### src/rtl/core_ls_biu_pkg.sv
// -----------------------------------------------------------------------------
// core_ls_biu_pkg
// Shared definitions for the load/store bus interface unit: core data width,
// LSU write-mask width, default response timeout, FSM state encodings and a
// word-alignment helper.
// -----------------------------------------------------------------------------
package core_ls_biu_pkg;

  localparam int CORE_XLEN            = 32;
  localparam int CORE_LSU_WMASK_WIDTH = CORE_XLEN / 8;
  localparam int CORE_BIU_TIMEOUT     = 256;
  // Wide enough for the largest legal TIMEOUT (65535).
  localparam int CORE_BIU_TMO_W       = 16;

  typedef enum logic [1:0] {
    BIU_IDLE     = 2'd0,
    BIU_REQ      = 2'd1,
    BIU_WAIT_RSP = 2'd2,
    BIU_RSP      = 2'd3
  } biu_state_e;

  // The memory side only sees word addresses; byte lanes are the LSU's job.
  function automatic logic [CORE_XLEN-1:0] biu_word_align(
    input logic [CORE_XLEN-1:0] addr
  );
    return {addr[CORE_XLEN-1:2], 2'b00};
  endfunction

endpackage

### src/rtl/core_ls_biu_tmo.sv
// -----------------------------------------------------------------------------
// core_ls_biu_tmo
// Response timeout counter for the BIU.
// Ports:
//   clk, rst   - clock, synchronous active-high reset
//   clr_i      - clear the count (entry into WAIT_RSP)
//   inc_i      - count one WAIT_RSP cycle without a memory response
//   expired_o  - count has reached TIMEOUT-1
// -----------------------------------------------------------------------------
module core_ls_biu_tmo
  import core_ls_biu_pkg::*;
#(
  parameter int TIMEOUT = CORE_BIU_TIMEOUT
) (
  input  logic clk,
  input  logic rst,
  input  logic clr_i,
  input  logic inc_i,
  output logic expired_o
);

  localparam logic [CORE_BIU_TMO_W-1:0] TMO_LAST = CORE_BIU_TMO_W'(TIMEOUT - 1);

  logic [CORE_BIU_TMO_W-1:0] cnt_q;
  logic [CORE_BIU_TMO_W-1:0] cnt_d;

  // Next count: clear wins, and the count saturates at the expiry value.
  always_comb begin
    cnt_d = cnt_q;
    if (clr_i) begin
      cnt_d = '0;
    end else if (inc_i && (cnt_q != TMO_LAST)) begin
      cnt_d = cnt_q + CORE_BIU_TMO_W'(1);
    end else begin
      cnt_d = cnt_q;
    end
  end

  // Count register.
  always_ff @(posedge clk) begin
    if (rst) begin
      cnt_q <= '0;
    end else begin
      cnt_q <= cnt_d;
    end
  end

  assign expired_o = (cnt_q == TMO_LAST);

endmodule

### src/rtl/core_ls_biu.sv
// -----------------------------------------------------------------------------
// core_ls_biu
// Load/store bus interface unit: takes one LSU request at a time, forwards it
// to memory as a word-aligned access, waits for the memory response (or a
// timeout) and hands the result back to the LSU.
// Ports:
//   clk, rst                         - clock, synchronous active-high reset
//   req_valid/req_ready              - LSU request handshake
//   req_addr/req_wen/req_wdata/req_wmask - LSU request payload
//   rsp_valid/rsp_ready              - LSU response handshake
//   rsp_rdata/rsp_err                - LSU response payload
//   mem_req_valid/mem_req_ready      - memory request handshake
//   mem_addr/mem_wen/mem_wdata/mem_wmask - memory request payload
//   mem_rsp_valid/mem_rsp_rdata/mem_rsp_err - memory response (no backpressure)
// -----------------------------------------------------------------------------
module core_ls_biu
  import core_ls_biu_pkg::*;
#(
  parameter int TIMEOUT = CORE_BIU_TIMEOUT
) (
  input  logic                            clk,
  input  logic                            rst,
  input  logic                            req_valid,
  output logic                            req_ready,
  input  logic [CORE_XLEN-1:0]            req_addr,
  input  logic                            req_wen,
  input  logic [CORE_XLEN-1:0]            req_wdata,
  input  logic [CORE_LSU_WMASK_WIDTH-1:0] req_wmask,
  output logic                            rsp_valid,
  input  logic                            rsp_ready,
  output logic [CORE_XLEN-1:0]            rsp_rdata,
  output logic                            rsp_err,
  output logic                            mem_req_valid,
  input  logic                            mem_req_ready,
  output logic [CORE_XLEN-1:0]            mem_addr,
  output logic                            mem_wen,
  output logic [CORE_XLEN-1:0]            mem_wdata,
  output logic [CORE_LSU_WMASK_WIDTH-1:0] mem_wmask,
  input  logic                            mem_rsp_valid,
  input  logic [CORE_XLEN-1:0]            mem_rsp_rdata,
  input  logic                            mem_rsp_err
);

  biu_state_e                      state_q, state_d;
  logic [CORE_XLEN-1:0]            addr_q, addr_d;
  logic                            wen_q, wen_d;
  logic [CORE_XLEN-1:0]            wdata_q, wdata_d;
  logic [CORE_LSU_WMASK_WIDTH-1:0] wmask_q, wmask_d;
  logic [CORE_XLEN-1:0]            rdata_q, rdata_d;
  logic                            err_q, err_d;

  logic tmo_clr_s;
  logic tmo_inc_s;
  logic tmo_expired_s;

  core_ls_biu_tmo #(
    .TIMEOUT (TIMEOUT)
  ) u_tmo (
    .clk       (clk),
    .rst       (rst),
    .clr_i     (tmo_clr_s),
    .inc_i     (tmo_inc_s),
    .expired_o (tmo_expired_s)
  );

  // Next-state, payload capture and handshake outputs.
  always_comb begin
    state_d       = state_q;
    addr_d        = addr_q;
    wen_d         = wen_q;
    wdata_d       = wdata_q;
    wmask_d       = wmask_q;
    rdata_d       = rdata_q;
    err_d         = err_q;
    tmo_clr_s     = 1'b0;
    tmo_inc_s     = 1'b0;
    req_ready     = 1'b0;
    mem_req_valid = 1'b0;
    rsp_valid     = 1'b0;

    case (state_q)
      BIU_IDLE: begin
        req_ready = 1'b1;
        if (req_valid) begin
          addr_d  = biu_word_align(req_addr);
          wen_d   = req_wen;
          wdata_d = req_wdata;
          wmask_d = req_wmask;
          state_d = BIU_REQ;
        end else begin
          state_d = BIU_IDLE;
        end
      end

      BIU_REQ: begin
        mem_req_valid = 1'b1;
        if (mem_req_ready) begin
          tmo_clr_s = 1'b1;
          state_d   = BIU_WAIT_RSP;
        end else begin
          state_d = BIU_REQ;
        end
      end

      BIU_WAIT_RSP: begin
        // A response arriving on the expiry cycle still counts as a response.
        if (mem_rsp_valid) begin
          rdata_d = wen_q ? '0 : mem_rsp_rdata;
          err_d   = mem_rsp_err;
          state_d = BIU_RSP;
        end else if (tmo_expired_s) begin
          rdata_d = '0;
          err_d   = 1'b1;
          state_d = BIU_RSP;
        end else begin
          tmo_inc_s = 1'b1;
          state_d   = BIU_WAIT_RSP;
        end
      end

      BIU_RSP: begin
        rsp_valid = 1'b1;
        // Returning to IDLE costs a cycle, so no new request can be taken
        // on the response handshake edge.
        if (rsp_ready) begin
          state_d = BIU_IDLE;
        end else begin
          state_d = BIU_RSP;
        end
      end

      default: begin
        state_d = BIU_IDLE;
      end
    endcase
  end

  // State and payload registers.
  always_ff @(posedge clk) begin
    if (rst) begin
      state_q <= BIU_IDLE;
      addr_q  <= '0;
      wen_q   <= 1'b0;
      wdata_q <= '0;
      wmask_q <= '0;
      rdata_q <= '0;
      err_q   <= 1'b0;
    end else begin
      state_q <= state_d;
      addr_q  <= addr_d;
      wen_q   <= wen_d;
      wdata_q <= wdata_d;
      wmask_q <= wmask_d;
      rdata_q <= rdata_d;
      err_q   <= err_d;
    end
  end

  // Payloads read as zero whenever their valid is low.
  assign mem_addr  = mem_req_valid ? addr_q  : '0;
  assign mem_wen   = mem_req_valid ? wen_q   : 1'b0;
  assign mem_wdata = mem_req_valid ? wdata_q : '0;
  assign mem_wmask = mem_req_valid ? wmask_q : '0;
  assign rsp_rdata = rsp_valid ? rdata_q : '0;
  assign rsp_err   = rsp_valid ? err_q   : 1'b0;

endmodule

### config.mk
export PLATFORM = sky130hd
export DESIGN_NAME = core_ls_biu
export DESIGN_NICKNAME = d
export VERILOG_FILES = /design/src/rtl/core_ls_biu_pkg.sv /design/src/rtl/core_ls_biu_tmo.sv /design/src/rtl/core_ls_biu.sv
export SDC_FILE = /design/constraint.sdc
export NUM_CORES = 1
export LEC_CHECK = 0
export ABC_AREA = 1
export CAP_MARGIN = 20
export CORE_MARGIN = 3
export CORE_UTILIZATION = 46
export CTS_BUF_LIST = sky130_fd_sc_hd__clkbuf_8
export DETAILED_ROUTE_END_ITERATION = 7
export GPL_ROUTABILITY_DRIVEN = 0
export MAX_ROUTING_LAYER = met4
export PLACE_DENSITY_LB_ADDON = 0.08
export REMOVE_ABC_BUFFERS = 1
export SYNTH_ARGS = -nofsm -noshare
export SYNTH_HDL_FRONTEND = slang
export SYNTH_HIERARCHICAL = 1
export SYNTH_SLANG_ARGS = --single-unit
export TNS_END_PERCENT = 5
### constraint.sdc
create_clock -name clk -period 3 [get_ports clk]
set_input_delay 0.3 -clock clk [delete_from_list [all_inputs] [get_ports clk]]
set_output_delay 0.3 -clock clk [all_outputs]
set_load 0.005 [all_outputs]
==> metrics.cfg <==
[status]
status=complete, no violations

[sta]
fin_crit_sh_pct=89.34
max_freq_ghz=0.3731
finalHoldViolCount=0
fin_skew_ns=0.009716
tightest_slew_ns=0.6136
drv_slew=0
min_period_ns=2.680
relSlewSlack_pct=59.09
finalSetupViolCount=0
rsz0062_at_grt=false
setup_tns_ns=0

[power]
power_frac_comb_pct=16.7
power_mw=3.807
powerDensity_mw_per_mm2=464.1
p_int_mw=2.833
p_seq_share_pct=45.5
p_leak_nw=3.194
switchingPower_mw=0.9738
clockPowerShare_pct=37.8
ir_drop_v=0.0004105
switching_share_pct=25.58

[yosys]
synth.avg_cell_area_um2=6.335
synthXorXnorAreaFrac_pct=0.6138
muxShareOfSynthArea_pct=0
synth-simple-area-share_pct=36.06
postSynth.asyncResetShare_pct=0
yosysWarningCount=6
synth_area_mm2=0.005708
yosys.cell_types.count=29
synth_edf_count=0
synth_fa_ha_area_share_pct=0.2192
synth_top_family_by_area=simple AND/OR/NAND/NOR gates
synth_compound_area_share_pct=7.716
yosysSeqAreaShare_pct=41.39
syn_inst=901
ys_seq_elements=118
synth-main-ff-cell=dfxtp_1

[floorplan]
core_area_mm2=0.01206
io-pin-count=213
start_util_pct=47.32
die-area_mm2=0.01378
rows=40
die_w_um=117.4
die_h_um=117.4

[grt]
grt_pass1_wl_mm=25.41
grt_pass1_vias=5075
grt_max_degree=102
grt_use_total_pct=22.94
antenna_found_initial=0
grt-ovfl-total=0

[critical_path]
reg2reg_from=u_tmo/cnt_q[1]
worstPathMaxFanout=59
reg2reg_slack_ns=0.59
critPathKind=reg -> out
worst-endpoint-arrival_ns=2.38
crit_start=state_q[1]
cp.required_ns=2.70
endpoint_kind=primary output
worstSetupStartpointType=flip-flop

[clock_tree]
cts-buffers-inserted=17
post_cts_resized=0
clkSlewWorstSetupHoldPaths_ns=0.06
cts_setup_buffers=0
cts_hold_buffers=0
htree_levels=4
max-clock-path-buffers=2
cts_tree=built
cts_root_buffer=clkbuf_8
cts_sinks=118
clock_latency_ns=0.43

[route]
wl_mm=15.39
first_pass_iters=4
ant_nets=0
vias=5813
drt-initial-drc-count=596
wl_per_cell_um=12.17
via_per_inst=4.599
drc=0

[final_layout]
multi_input_area_mm2=0.002556
final_layout_size_suffix_gt1_share_pct=5.018
final_nets=1193
nFillCells=1105
diodes=0
areaGrowthSynthToFinish_pct=43.71
design_area_mm2=0.008203
seqCellArea_mm2=0.002362

[placement]
post-dp-hpwl_mm=9.944
port_buffers=208
placed_area_mm2=0.007800

[min_path]
hp-start=err_q
hold_path.class=reg -> reg

[job]
drv_cap=0

## cells in the mapped netlist (4+ instances only)
cell type	instances	area [um^2]
inv_1	124	465.5
o21ai_1	5	25.02
nand3_1	78	390.4
buf_2	15	75.07
a21oi_1	14	70.07
nand4_1	4	25.02
nand2_2	4	25.02
clkbuf_1	22	82.58
buf_4	4	30.03
dfxtp_1	118	2362
nor2_1	329	1235
buf_6	9	101.4
buf_1	4	15.01
nor2_2	4	25.02
nand2_1	79	296.5
o21ai_0	69	345.3
## state kept, by name, summed over array words and instances (netlist names)
signal / flops
rdata_q: 32
err_q: 1
wmask_q: 4
state_q: 2
wdata_q: 32
wen_q: 1
u_tmo/cnt_q: 16
addr_q: 30
## final timing paths
| path | depth (start not counted) | endpoint |
|---|---|---|
| worst max-delay path | 5 | mem_addr[11] |
| worst min-delay path | 2 | err_q |
| worst max register to register | 12 | rdata_q[24] |
| worst min register to register | 2 | err_q |
## cells in the final DEF (no fill, tap or decap)
cell type / netlist / final
xor2_1: 2 / 2
nor2_4: 2 / 2
nand4_1: 4 / 4
nand2_2: 4 / 5
xnor2_1: 2 / 2
inv_1: 124 / 127
bufinv_16: 0 / 1
nand3_1: 78 / 78
ha_1: 1 / 1
clkinv_2: 1 / 1
buf_12: 0 / 2
inv_2: 2 / 3
nor2_2: 4 / 4
nor2_1: 329 / 329
conb_1: 1 / 2
o21ai_1: 5 / 5
nor3_1: 1 / 1
and2_1: 1 / 1
a21oi_1: 14 / 14
nand3b_1: 1 / 1
clkbuf_8: 0 / 26
dfxtp_1: 118 / 118
nand3_2: 2 / 2
clkdlybuf4s50_1: 0 / 208
o21ai_0: 69 / 69
buf_4: 4 / 9
clkinv_1: 1 / 1
nand2_1: 79 / 78
## per-layer routing
layer	track usage (%)	share of wire [%]	up-vias
li1	-	-	3083
met1	29.54	45	2537
met2	34.28	47	173
met3	6.075	6.1	20
met4	9.604	2.2	0
met5	-	0	-
## worst max-delay path: stages, from the launching register on
cell	delay, ns
dfxtp_1	0.45
inv_2	0.10
nand2_2	0.23
buf_4	0.58
nor2_1	0.10
clkdlybuf4s50_1	0.49
## cells by family (layout without fill, tap and decap cells)
| kind of cell | Yosys count | count (layout) |
|---|---|---|
| and+or+nand+nor | 505 | 505 |
| buffers and inverters | 184 | 378 |
| DFF | 118 | 118 |
| AOI/OAI and AO/OA | 88 | 88 |
| xor gates and xnor gates | 4 | 4 |
| adders and majority gates | 1 | 1 |
| other | 1 | 2 |
## through the flow
step                      utilization, %  cells  hold slack (ns)  setup slack [ns]
final                              68.01   1264           0.4503            0.3199
after global routing               68.01   1264           0.4703            0.1167
after CTS                          68.01   1264           0.4498            0.2667
after detailed placement           64.67   1233           0.4439            0.6092
after global placement             64.67   1233           0.4384            0.6356
after floorplan                        -    846           0.3724            0.2147
## layout make-up
cell class	instances	area share, %
Clock buffer	26	4.362
Sequential cell	118	28.80
Timing Repair Buffer	219	26.69
Tap cell	168	2.563
Inverter	128	5.872
Clock inverter	5	0.5491
Multi-Input combinational cell	600	31.16
## power by group through the flow
stage,combinational [mW],sequential [mW],clock [mW]
final,0.637,1.73,1.44
after global routing,0.726,1.74,1.54
after CTS,0.645,1.73,1.48
after detailed placement,0.641,1.77,0
after global placement,0.633,1.76,0
after floorplan,0.327,1.76,0
(Power assumes the default switching activity.)
